<file path="src/rtl/fp_round_stage.sv">
// Rounding stage for unrounded FP results: applies the captured IEEE-754 rounding mode,
// saturates on overflow, raises fflags, and returns the result through a 2-entry valid/ready pipe.
package fp_pkg;
  typedef enum logic [1:0] {FP32 = 2'd0, FP64 = 2'd1, FP16 = 2'd2} fp_format_e;
  typedef enum logic [2:0] {RNE = 3'd0, RTZ = 3'd1, RDN = 3'd2, RUP = 3'd3, RMM = 3'd4} roundmode_e;

  function automatic int exp_bits(input fp_format_e f);
    case (f)
      FP64:    return 11;
      FP16:    return 5;
      default: return 8;
    endcase
  endfunction

  function automatic int man_bits(input fp_format_e f);
    case (f)
      FP64:    return 52;
      FP16:    return 10;
      default: return 23;
    endcase
  endfunction
endpackage

// urnd_i layout (MSB..LSB): {u_result, rs[1:0], round_en, invalid, exp_cout[1:0]}
module fp_round_stage
  import fp_pkg::*;
#(
  parameter fp_format_e FP_FORMAT = FP32,
  parameter int TAG_WIDTH = 4,
  localparam int EXP_WIDTH = exp_bits(FP_FORMAT),
  localparam int MANT_WIDTH = man_bits(FP_FORMAT),
  localparam int FP_WIDTH = 1 + EXP_WIDTH + MANT_WIDTH,
  localparam int URND_WIDTH = FP_WIDTH + 6
) (
  input  logic                  clk_i,
  input  logic                  reset_ni,
  input  logic                  flush_i,
  input  logic                  in_valid_i,
  output logic                  in_ready_o,
  input  logic [URND_WIDTH-1:0] urnd_i,
  input  logic [2:0]            rnd_i,
  input  logic [TAG_WIDTH-1:0]  tag_i,
  output logic                  out_valid_o,
  input  logic                  out_ready_i,
  output logic [FP_WIDTH-1:0]   result_o,
  output logic [4:0]            fflags_o,
  output logic [TAG_WIDTH-1:0]  tag_o
);
  localparam int EM_WIDTH = EXP_WIDTH + MANT_WIDTH;

  logic                  s1_valid_q, s1_valid_d;
  logic [URND_WIDTH-1:0] s1_urnd_q;
  logic [2:0]            s1_rnd_q;
  logic [TAG_WIDTH-1:0]  s1_tag_q;
  logic                  s2_valid_q, s2_valid_d;
  logic [FP_WIDTH-1:0]   s2_result_q, s2_result_d;
  logic [4:0]            s2_fflags_q, s2_fflags_d;
  logic [TAG_WIDTH-1:0]  s2_tag_q;

  logic                  s2_adv, s1_adv, accept;
  logic                  sign, rbit, sticky, round_en, invalid, inc, ovf, nx, uf;
  logic [1:0]            exp_cout;
  logic [EM_WIDTH-1:0]   em, em_sum, em_inf, em_max;

  assign s2_adv      = ~s2_valid_q | out_ready_i;
  assign s1_adv      = s1_valid_q & s2_adv;
  assign in_ready_o  = flush_i | ~s1_valid_q | s2_adv;
  assign accept      = in_valid_i & in_ready_o & ~flush_i;
  assign out_valid_o = s2_valid_q;
  assign result_o    = s2_result_q;
  assign fflags_o    = s2_fflags_q;
  assign tag_o       = s2_tag_q;

  assign sign     = s1_urnd_q[URND_WIDTH-1];
  assign em       = s1_urnd_q[URND_WIDTH-2:6];
  assign rbit     = s1_urnd_q[5];
  assign sticky   = s1_urnd_q[4];
  assign round_en = s1_urnd_q[3];
  assign invalid  = s1_urnd_q[2];
  assign exp_cout = s1_urnd_q[1:0];
  assign em_inf   = {{EXP_WIDTH{1'b1}}, {MANT_WIDTH{1'b0}}};
  assign em_max   = {{(EXP_WIDTH-1){1'b1}}, 1'b0, {MANT_WIDTH{1'b1}}};

  // Rounding increment, overflow saturation and flag generation from the S1 entry.
  always_comb begin
    inc         = 1'b0;
    s2_result_d = s1_urnd_q[URND_WIDTH-1 -: FP_WIDTH];
    s2_fflags_d = {invalid, 4'b0000};
    case (s1_rnd_q)
      RTZ:     inc = 1'b0;
      RDN:     inc = (rbit | sticky) & sign;
      RUP:     inc = (rbit | sticky) & ~sign;
      RMM:     inc = rbit;
      default: inc = rbit & (sticky | em[0]);
    endcase
    em_sum = em + {{(EM_WIDTH-1){1'b0}}, inc};
    ovf    = round_en & (exp_cout[1] | (&em_sum[EM_WIDTH-1:MANT_WIDTH]));
    nx     = (round_en & (rbit | sticky)) | ovf;
    uf     = round_en & ((em[EM_WIDTH-1:MANT_WIDTH] == {EXP_WIDTH{1'b0}}) | exp_cout[0]) & nx;
    if (round_en) begin
      s2_fflags_d = {invalid, 1'b0, ovf, uf, nx};
      if (ovf) begin
        case (s1_rnd_q)
          RTZ:     s2_result_d = {sign, em_max};
          RDN:     s2_result_d = {sign, sign ? em_inf : em_max};
          RUP:     s2_result_d = {sign, sign ? em_max : em_inf};
          default: s2_result_d = {sign, em_inf};
        endcase
      end else begin
        s2_result_d = {sign, em_sum};
      end
    end else begin
      s2_result_d = s1_urnd_q[URND_WIDTH-1 -: FP_WIDTH];
    end
  end

  // Valid-bit next state; flush wins over any accept or advance.
  always_comb begin
    s1_valid_d = s1_valid_q;
    s2_valid_d = s2_valid_q;
    if (flush_i) begin
      s1_valid_d = 1'b0;
      s2_valid_d = 1'b0;
    end else begin
      s1_valid_d = accept | (s1_valid_q & ~s1_adv);
      s2_valid_d = s2_adv ? s1_valid_q : s2_valid_q;
    end
  end

  // S1 capture register.
  always_ff @(posedge clk_i or negedge reset_ni) begin
    if (!reset_ni) begin
      s1_valid_q <= 1'b0;
      s1_urnd_q  <= {URND_WIDTH{1'b0}};
      s1_rnd_q   <= 3'd0;
      s1_tag_q   <= {TAG_WIDTH{1'b0}};
    end else begin
      s1_valid_q <= s1_valid_d;
      if (accept) begin
        s1_urnd_q <= urnd_i;
        s1_rnd_q  <= rnd_i;
        s1_tag_q  <= tag_i;
      end
    end
  end

  // S2 output register; payload only moves when S1 advances so outputs hold under stall.
  always_ff @(posedge clk_i or negedge reset_ni) begin
    if (!reset_ni) begin
      s2_valid_q  <= 1'b0;
      s2_result_q <= {FP_WIDTH{1'b0}};
      s2_fflags_q <= 5'b00000;
      s2_tag_q    <= {TAG_WIDTH{1'b0}};
    end else begin
      s2_valid_q <= s2_valid_d;
      if (s1_adv && !flush_i) begin
        s2_result_q <= s2_result_d;
        s2_fflags_q <= s2_fflags_d;
        s2_tag_q    <= s1_tag_q;
      end
    end
  end
endmodule

</file>
<file path="config.mk">
export PLATFORM = sky130hd
export DESIGN_NAME = fp_round_stage
export DESIGN_NICKNAME = d
export VERILOG_FILES = /design/src/rtl/fp_round_stage.sv
export SDC_FILE = /design/constraint.sdc
export NUM_CORES = 1
export LEC_CHECK = 0
export CORE_AREA = 2 2 129 81
export DETAILED_ROUTE_END_ITERATION = 8
export DIE_AREA = 0 0 131 83
export PLACE_DENSITY = 0.76
export SETUP_SLACK_MARGIN = 0.15
export SYNTH_ARGS = -nofsm -noshare
export SYNTH_HDL_FRONTEND = slang
export SYNTH_SLANG_ARGS = --single-unit
</file>
<file path="constraint.sdc">
create_clock -name clk_i -period 4.35 [get_ports clk_i]
set_input_delay 1.305 -clock clk_i [delete_from_list [all_inputs] [get_ports clk_i]]
set_output_delay 1.305 -clock clk_i [all_outputs]
set_load 0.03 [all_outputs]
</file>
### Word level (Yosys, flattened, before mapping)

Index checks and enable logic that the tools add are counted.
W data, S select, Z words.

| storage, ports and cells | value |
|---|---|
| bits of input ports | 50 |
| word-level logic and storage cells | 53 |
| register bits after elaboration | 88 |
| output and inout port bits | 43 |

| cells by class | value |
|---|---|
| eq/ne operators | 4 |
| reductions and logical operators | 5 |
| add/subtract/negate cells | 1 |
| bitwise gates (word level) | 25 |
| multiplexer cells | 10 |

Operators by type and width:

| cell | number |
|---|---|
| $pmux W24 S3 | 1 |
| $mux W31 | 2 |
| $mux W24 | 2 |
| $add A31 B1 Y31 | 1 |
| $and A1 B1 Y1 | 11 |
| $or A1 B1 Y1 | 9 |
| $logic_not A8 Y1 | 1 |
| $reduce_and A8 Y1 | 1 |
| $eq A3 B2 Y1 const B | 2 |
| $not A1 Y1 | 5 |
| $pmux W1 S4 | 1 |
| $eq A3 B1 Y1 const B | 1 |
| $eq A3 B3 Y1 const B | 1 |
| $mux W1 | 3 |
| $mux W3 | 1 |
| $reduce_bool A2 Y1 | 1 |
| $logic_and A1 B1 Y1 | 1 |
| $logic_not A1 Y1 | 1 |

### Depth between registers and ports, before layout

| depth | value |
|---|---|
| depth after elaboration | 10 |
| mapped depth | 16 |
| gate-level depth less buffers | 14 |

### Worst setup path after synthesis

Ideal clock, no wire load.

| timing path | value |
|---|---|
| kind | reg-to-reg |
| start point | register s1_rnd_q[0] |
| end point | register s2_result_q[10] (netlist: result_o[10]) |
| slack | 1,256 ps |
| library setup time | 121 ps |
| clock period less this slack | 3,094 ps |
| required time | 4,229 ps |
| buffers on the path | 2 |
| stages on the path, launching flop included | 16 |
| arrival time | 2,973 ps |
| cell sequence | dfrtp_1 xnor2_1 nor3b_1 a21oi_1 nor2_1 ha_1 ha_1 nand4_1 nor4_4 and4_4 xor2_4 a41oi_4 o31a_1 buf_6 buf_6 a22o_1 |

| between the ends | value |
|---|---|
| cells in the longest elaborated chain, start to end | 8 |
| elaborated cells between the ends (all ways) | 12 |
| classes of those cells | add/sub (1); eq/ne (4); mux (4); bitwise (2); reduce/logical (1) |

RTL lines:

| what | RTL line | RTL |
|---|---|---|
| from (decl) | 53 | `logic [2:0] s1_rnd_q;` |
| from (signal assigned) | 141 | `s1_rnd_q <= rnd_i;` |
| $eq A3 B3 Y1, or another cell as far along | 89 | `case (s1_rnd_q)` |
| $pmux W1 S4 | 89 |  |
| $add A31 B1 Y31 | 96 | `em_sum = em + {{(EM_WIDTH-1){1'b0}}, inc};` |
| $reduce_and A8 Y1 | 97 | `ovf = round_en & (exp_cout[1] \| (&em_sum[EM_WIDTH-1:MANT_WIDTH]));` |
| $or A1 B1 Y1 | 97 |  |
| $and A1 B1 Y1 | 97 |  |
| $mux W31 (*) | 102 | `if (ovf) begin` |
| $mux W31 (*) | 100 | `if (round_en) begin` |
| to (signal assigned) | 151 | `s2_result_q <= {FP_WIDTH{1'b0}};` |
| to (signal assigned) | 157 | `s2_result_q <= s2_result_d;` |
| to (decl) | 56 | `logic [FP_WIDTH-1:0] s2_result_q, s2_result_d;` |

Every way passes the cells marked *; elsewhere a longest branch is shown, timed or not.
A chain may end at the register's enable or synchronous reset.

### Worst setup path in the final report

| timing path | value |
|---|---|
| start point | input flush_i |
| end point | output in_ready_o |

| between the ends | value |
|---|---|
| cells in the longest elaborated chain, start to end | 2 |

RTL lines:

| what | RTL line | RTL |
|---|---|---|
| from (decl) | 37 | `input logic flush_i,` |
| $or A1 B1 Y1 (2 in series) | 67 | `assign in_ready_o = flush_i \| ~s1_valid_q \| s2_adv;` |
| to (decl) | 39 | `output logic in_ready_o,` |

No other way between the ends.

==> PnR_summary.wiki <==
{| class="wikitable"
! Metric !! Value
|-
| Number of inserted diodes || 0
|-
| Sequential share of the synthesized area || 50.0%
|-
| Maximum number of pins on one net before global-route repair || 88
|-
| Drt drc || 0
|-
| Critical register-to-register path startpoint || s1_rnd_q[0]$_DFFE_PN0P_
|-
| Routability cong. || 0.884
|-
| Proportion of synthesized area in mux cells || 11.8%
|-
| Clock Tree Root || sky130_fd_sc_hd__clkbuf_16
|-
| Total design power || 0.00265 W
|-
| Slowest stage cell on the critical path || sky130_fd_sc_hd__clkdlybuf4s50_1
|-
| Critical Path Source Type || input pin
|-
| Drt wl/cell || 16.9 um
|-
| Number of warnings issued by yosys || 0
|-
| Number of instances in the synthesized netlist || 403
|-
| Die Height || 83 um
|-
| Worst IR drop on VDD || 0.263 mV
|-
| Initial DRC Count || 226
|-
| Worst setup EP type || primary output
|-
| Run status || finished clean
|-
| Required time of the critical path || 3.04 ns
|-
| Fin crit share || 92.8%
|-
| Floorplan die width || 131 um
|-
| Number of enable flip-flop cells after synthesis || 0
|-
| Post-Syn Area per Cell || 10.8 um^2
|-
| Floorplan die area || 10,900 um^2
|-
| Total routing usage reported by global routing || 20.2%
|-
| Nets in the synthesized netlist || 455
|-
| RSZ-0062 raised after global routing || false
|-
| Number of max-capacitance violations reported || 0
|-
| Post-synthesis share of cell area spent on full adders, half adders and majority gates || 0.575%
|-
| Data arrival time of the worst path || 2.73 ns
|-
| Clock tree sinks || 87
|-
| Final Critical Period || 4.04 ns
|-
| TritonCTS clock tree || yes
|-
| Worst hold path stage count || 2
|-
| Hold/Removal Path Class || flip-flop to flip-flop
|-
| Combinational family with the most area after synthesis || simple AND/OR/NAND/NOR gates
|-
| Effective utilization at floorplan || 45.2%
|-
| Worst slew margin || 27.2%
|-
| Layout cell share with drive strength beyond 1 || 16.3%
|-
| Total number of H-tree levels || 3
|-
| Critical path's most frequent cell || sky130_fd_sc_hd__clkdlybuf4s50_1
|-
| Launch point of the worst hold path || s1_tag_q[3]$_DFFE_PN0P_
|-
| HPWL after DPL || 7430 um
|-
| Via density per instance || 5.44
|-
| Compound-Gate Fraction of Synth Area || 13.2%
|-
| Max Slew Vio Count || 0
|-
| Fraction of synthesized cell area in xor and xnor cells || 5.23%
|-
| Max FO, Critical Path || 4
|-
| Pin slew with the least headroom to its limit || 1.09 ns
|-
| Number of distinct library cells after synthesis || 54
|-
| Total standard cell area after synthesis || 4350 um^2
|-
| Total setup violations reported at the end of the flow || 0
|-
| Count of hold buffers inserted by post-cts repair || 0
|-
| CTS buffer count || 9
|-
| Pre-CTS setup slack || 0.241 ns
|-
| Cell depth of the worst flop-to-flop path || 14
|-
| CP Class || input pin to primary output
|-
| Buffers from clock root to sink, at most || 2
|-
| Via count of the first global-routing pass || 3,236
|-
| Number of failing hold endpoints at the final stage || 0
|-
| Antenna violations before repair || 0
|-
| Post-Route Setup TNS || 0 ns
|-
| Peak Freq || 248 MHz
|-
| Number of port buffers || 91
|-
| Number of synthesized register bits || 87
|-
| CP cell instances || clkdlybuf4s50_1 -> nor2b_1 -> nand2_1 -> clkdlybuf4s50_1
|-
| Final ANT Viol Nets || 0
|-
| Core ar. || 9630 um^2
|-
| Overflow after GRT || 0
|-
| Wire length of the first global-routing pass || 17,100 um
|-
| # rows || 28
|-
| Clock-pin slew reported for the worst setup and hold paths after clock tree synthesis || 0.06 ns
|-
| Synth Area in Simple Gates || 15.8%
|-
| Clock insertion delay at the later pin of the skew report || 0.34 ns
|-
| Final clock skew || 0.00603 ns
|-
| Leading register cell type out of synthesis || sky130_fd_sc_hd__dfrtp_1
|-
| Power density over the cells || 469 nW/um^2
|-
| Final net count || 538
|-
| Post-route setup slack || 0.314 ns
|-
| Number of top-level pins || 93
|-
| Number of search-and-repair iterations in the first detailed-routing pass || 4
|-
| Delay of the slowest cell on the worst path || 0.67 ns
|-
| Area growth, synth to finish || 29.8%
|-
| Final WL || 10,600 um
|-
| Via count of the routed design || 3,405
|-
| Critical Path Source || flush_i
|-
| Asr flop ratio synth || 100%
|-
| Lkg Pwr || 2.27 nW
|}
## cell usage after synthesis, types with 2 or more instances
cell type                  instances  area (um^2)
sky130_fd_sc_hd__nor2b_1           4         25.0
sky130_fd_sc_hd__buf_2             2         10.0
sky130_fd_sc_hd__mux2_2           44          495
sky130_fd_sc_hd__nor4_1            2         12.5
sky130_fd_sc_hd__and2_1            2         12.5
sky130_fd_sc_hd__dfrtp_1          87         2180
sky130_fd_sc_hd__and4_1            3         26.3
sky130_fd_sc_hd__mux2i_1           2         20.0
sky130_fd_sc_hd__nand3_1          13         65.1
sky130_fd_sc_hd__buf_4             2         15.0
sky130_fd_sc_hd__nand4_1           9         56.3
sky130_fd_sc_hd__a22o_1           22          193
sky130_fd_sc_hd__nor2_1           26         97.6
sky130_fd_sc_hd__buf_6             2         22.5
sky130_fd_sc_hd__o21a_1            2         15.0
sky130_fd_sc_hd__o21ai_0          33          165
sky130_fd_sc_hd__nor3_1            8         40.0
sky130_fd_sc_hd__nand2_1          46          173
sky130_fd_sc_hd__a21oi_1           8         40.0
sky130_fd_sc_hd__o22ai_1           3         18.8
sky130_fd_sc_hd__and3_1            5         31.3
sky130_fd_sc_hd__a211oi_1          3         22.5
sky130_fd_sc_hd__clkbuf_1         18         67.6
sky130_fd_sc_hd__ha_1              2         25.0
sky130_fd_sc_hd__xnor2_1          10         87.6
sky130_fd_sc_hd__xor2_1           11         96.3
sky130_fd_sc_hd__a31oi_1           3         18.8
sky130_fd_sc_hd__inv_1             5         18.8
## cell type report
| type | instances | area [um^2] |
|---|---|---|
| Timing Repair Buffer | 97 | 953 |
| Clock buffer | 12 | 246 |
| Multi-Input combinational cell | 286 | 2050 |
| Sequential cell | 87 | 2180 |
| Tap cell | 135 | 169 |
| Fill cell | 798 | 3990 |
| Inverter | 5 | 18.8 |
| Clock inverter | 4 | 30.0 |
## final timing paths
path / end / slack (ns)
min in group asynchronous: fflags_o[4]$_DFFE_PN0P_ / 1.16
worst min register to register: tag_o[3]$_DFFE_PN0P_ / 0.46
worst min-delay path: tag_o[3]$_DFFE_PN0P_ / 0.46
worst max-delay path: in_ready_o / 0.31
worst max register to register: result_o[5]$_DFFE_PN0P_ / 0.50
max in group asynchronous: s1_urnd_q[33]$_DFFE_PN0P_ / 2.49
## sequential cells by signal, indices dropped and copies added, names as in the netlist
| signal | count |
|---|---|
| tag_o | 4 |
| out_valid_o | 1 |
| result_o | 32 |
| s1_rnd_q | 3 |
| s1_tag_q | 4 |
| s1_valid_q | 1 |
| s1_urnd_q | 38 |
| fflags_o | 4 |
## per-stage QoR
step	util, %	instance area (um^2)	hold WS, ns	cells
after floorplan	-	4350	0.435	403
after global placement	55.7	5370	0.442	610
after detailed placement	55.7	5370	0.454	610
after CTS	58.6	5640	0.469	626
after global routing	58.6	5650	0.489	626
final	58.6	5650	0.464	626
## cells in the final DEF, fill, tap and decap left out, drive strengths merged, types with 2 or more instances in the layout
cell type       n
a211oi          3
a21oi           8
a22o           22
a31oi           3
and2            2
and3            5
and4            4
buf             7
clkbuf         12
clkdlybuf4s50  90
clkinv          2
dfrtp          87
ha              2
inv             6
mux2           44
mux2i           2
nand2          46
nand3          15
nand4          11
nor2           26
nor2b           4
nor3            9
nor4            4
o21a            2
o21ai          34
o22ai           3
xnor2          11
xor2           12
## routing by layer
| metal | wire length, um | up-vias | share of wire (%) | global-route usage, % |
|---|---|---|---|---|
| li1 | - | 1615 | - | - |
| met1 | 5290 | 1646 | 50 | 32.6 |
| met5 | 0 | - | 0 | 0 |
| met3 | 830 | 9 | 7.9 | 6.31 |
| met4 | 90 | 0 | 0.85 | 4.16 |
| met2 | 4350 | 135 | 41 | 26.2 |
## critical path: cells and delay by family
| kind | cells | cell delay [ns] |
|---|---|---|
| buffers and inverters | 2 | 1.24 |
| and+or+nand+nor | 2 | 0.19 |
## power by group
| part | switching (W) | leakage (nW) | internal [W] |
|---|---|---|---|
| clock network | 0.000311 | 0.133 | 0.000405 |
| registers | 0.000164 | 1.06 | 0.000968 |
| logic | 0.000426 | 1.08 | 0.000375 |
## repair_timing
item / CTS / global route
buffers inserted: 0 / 0
resized for setup: 0 / 2
setup endpoints to repair: 0 / 5
## kinds of logic after synthesis
kind of cell	after synthesis
xor+xnor	23
simple gates	130
mux	46
other cells	1
buf+inv	30
fa+ha+maj	2
compound gates	84
flops	87
Power figures use the tool's default switching activity.
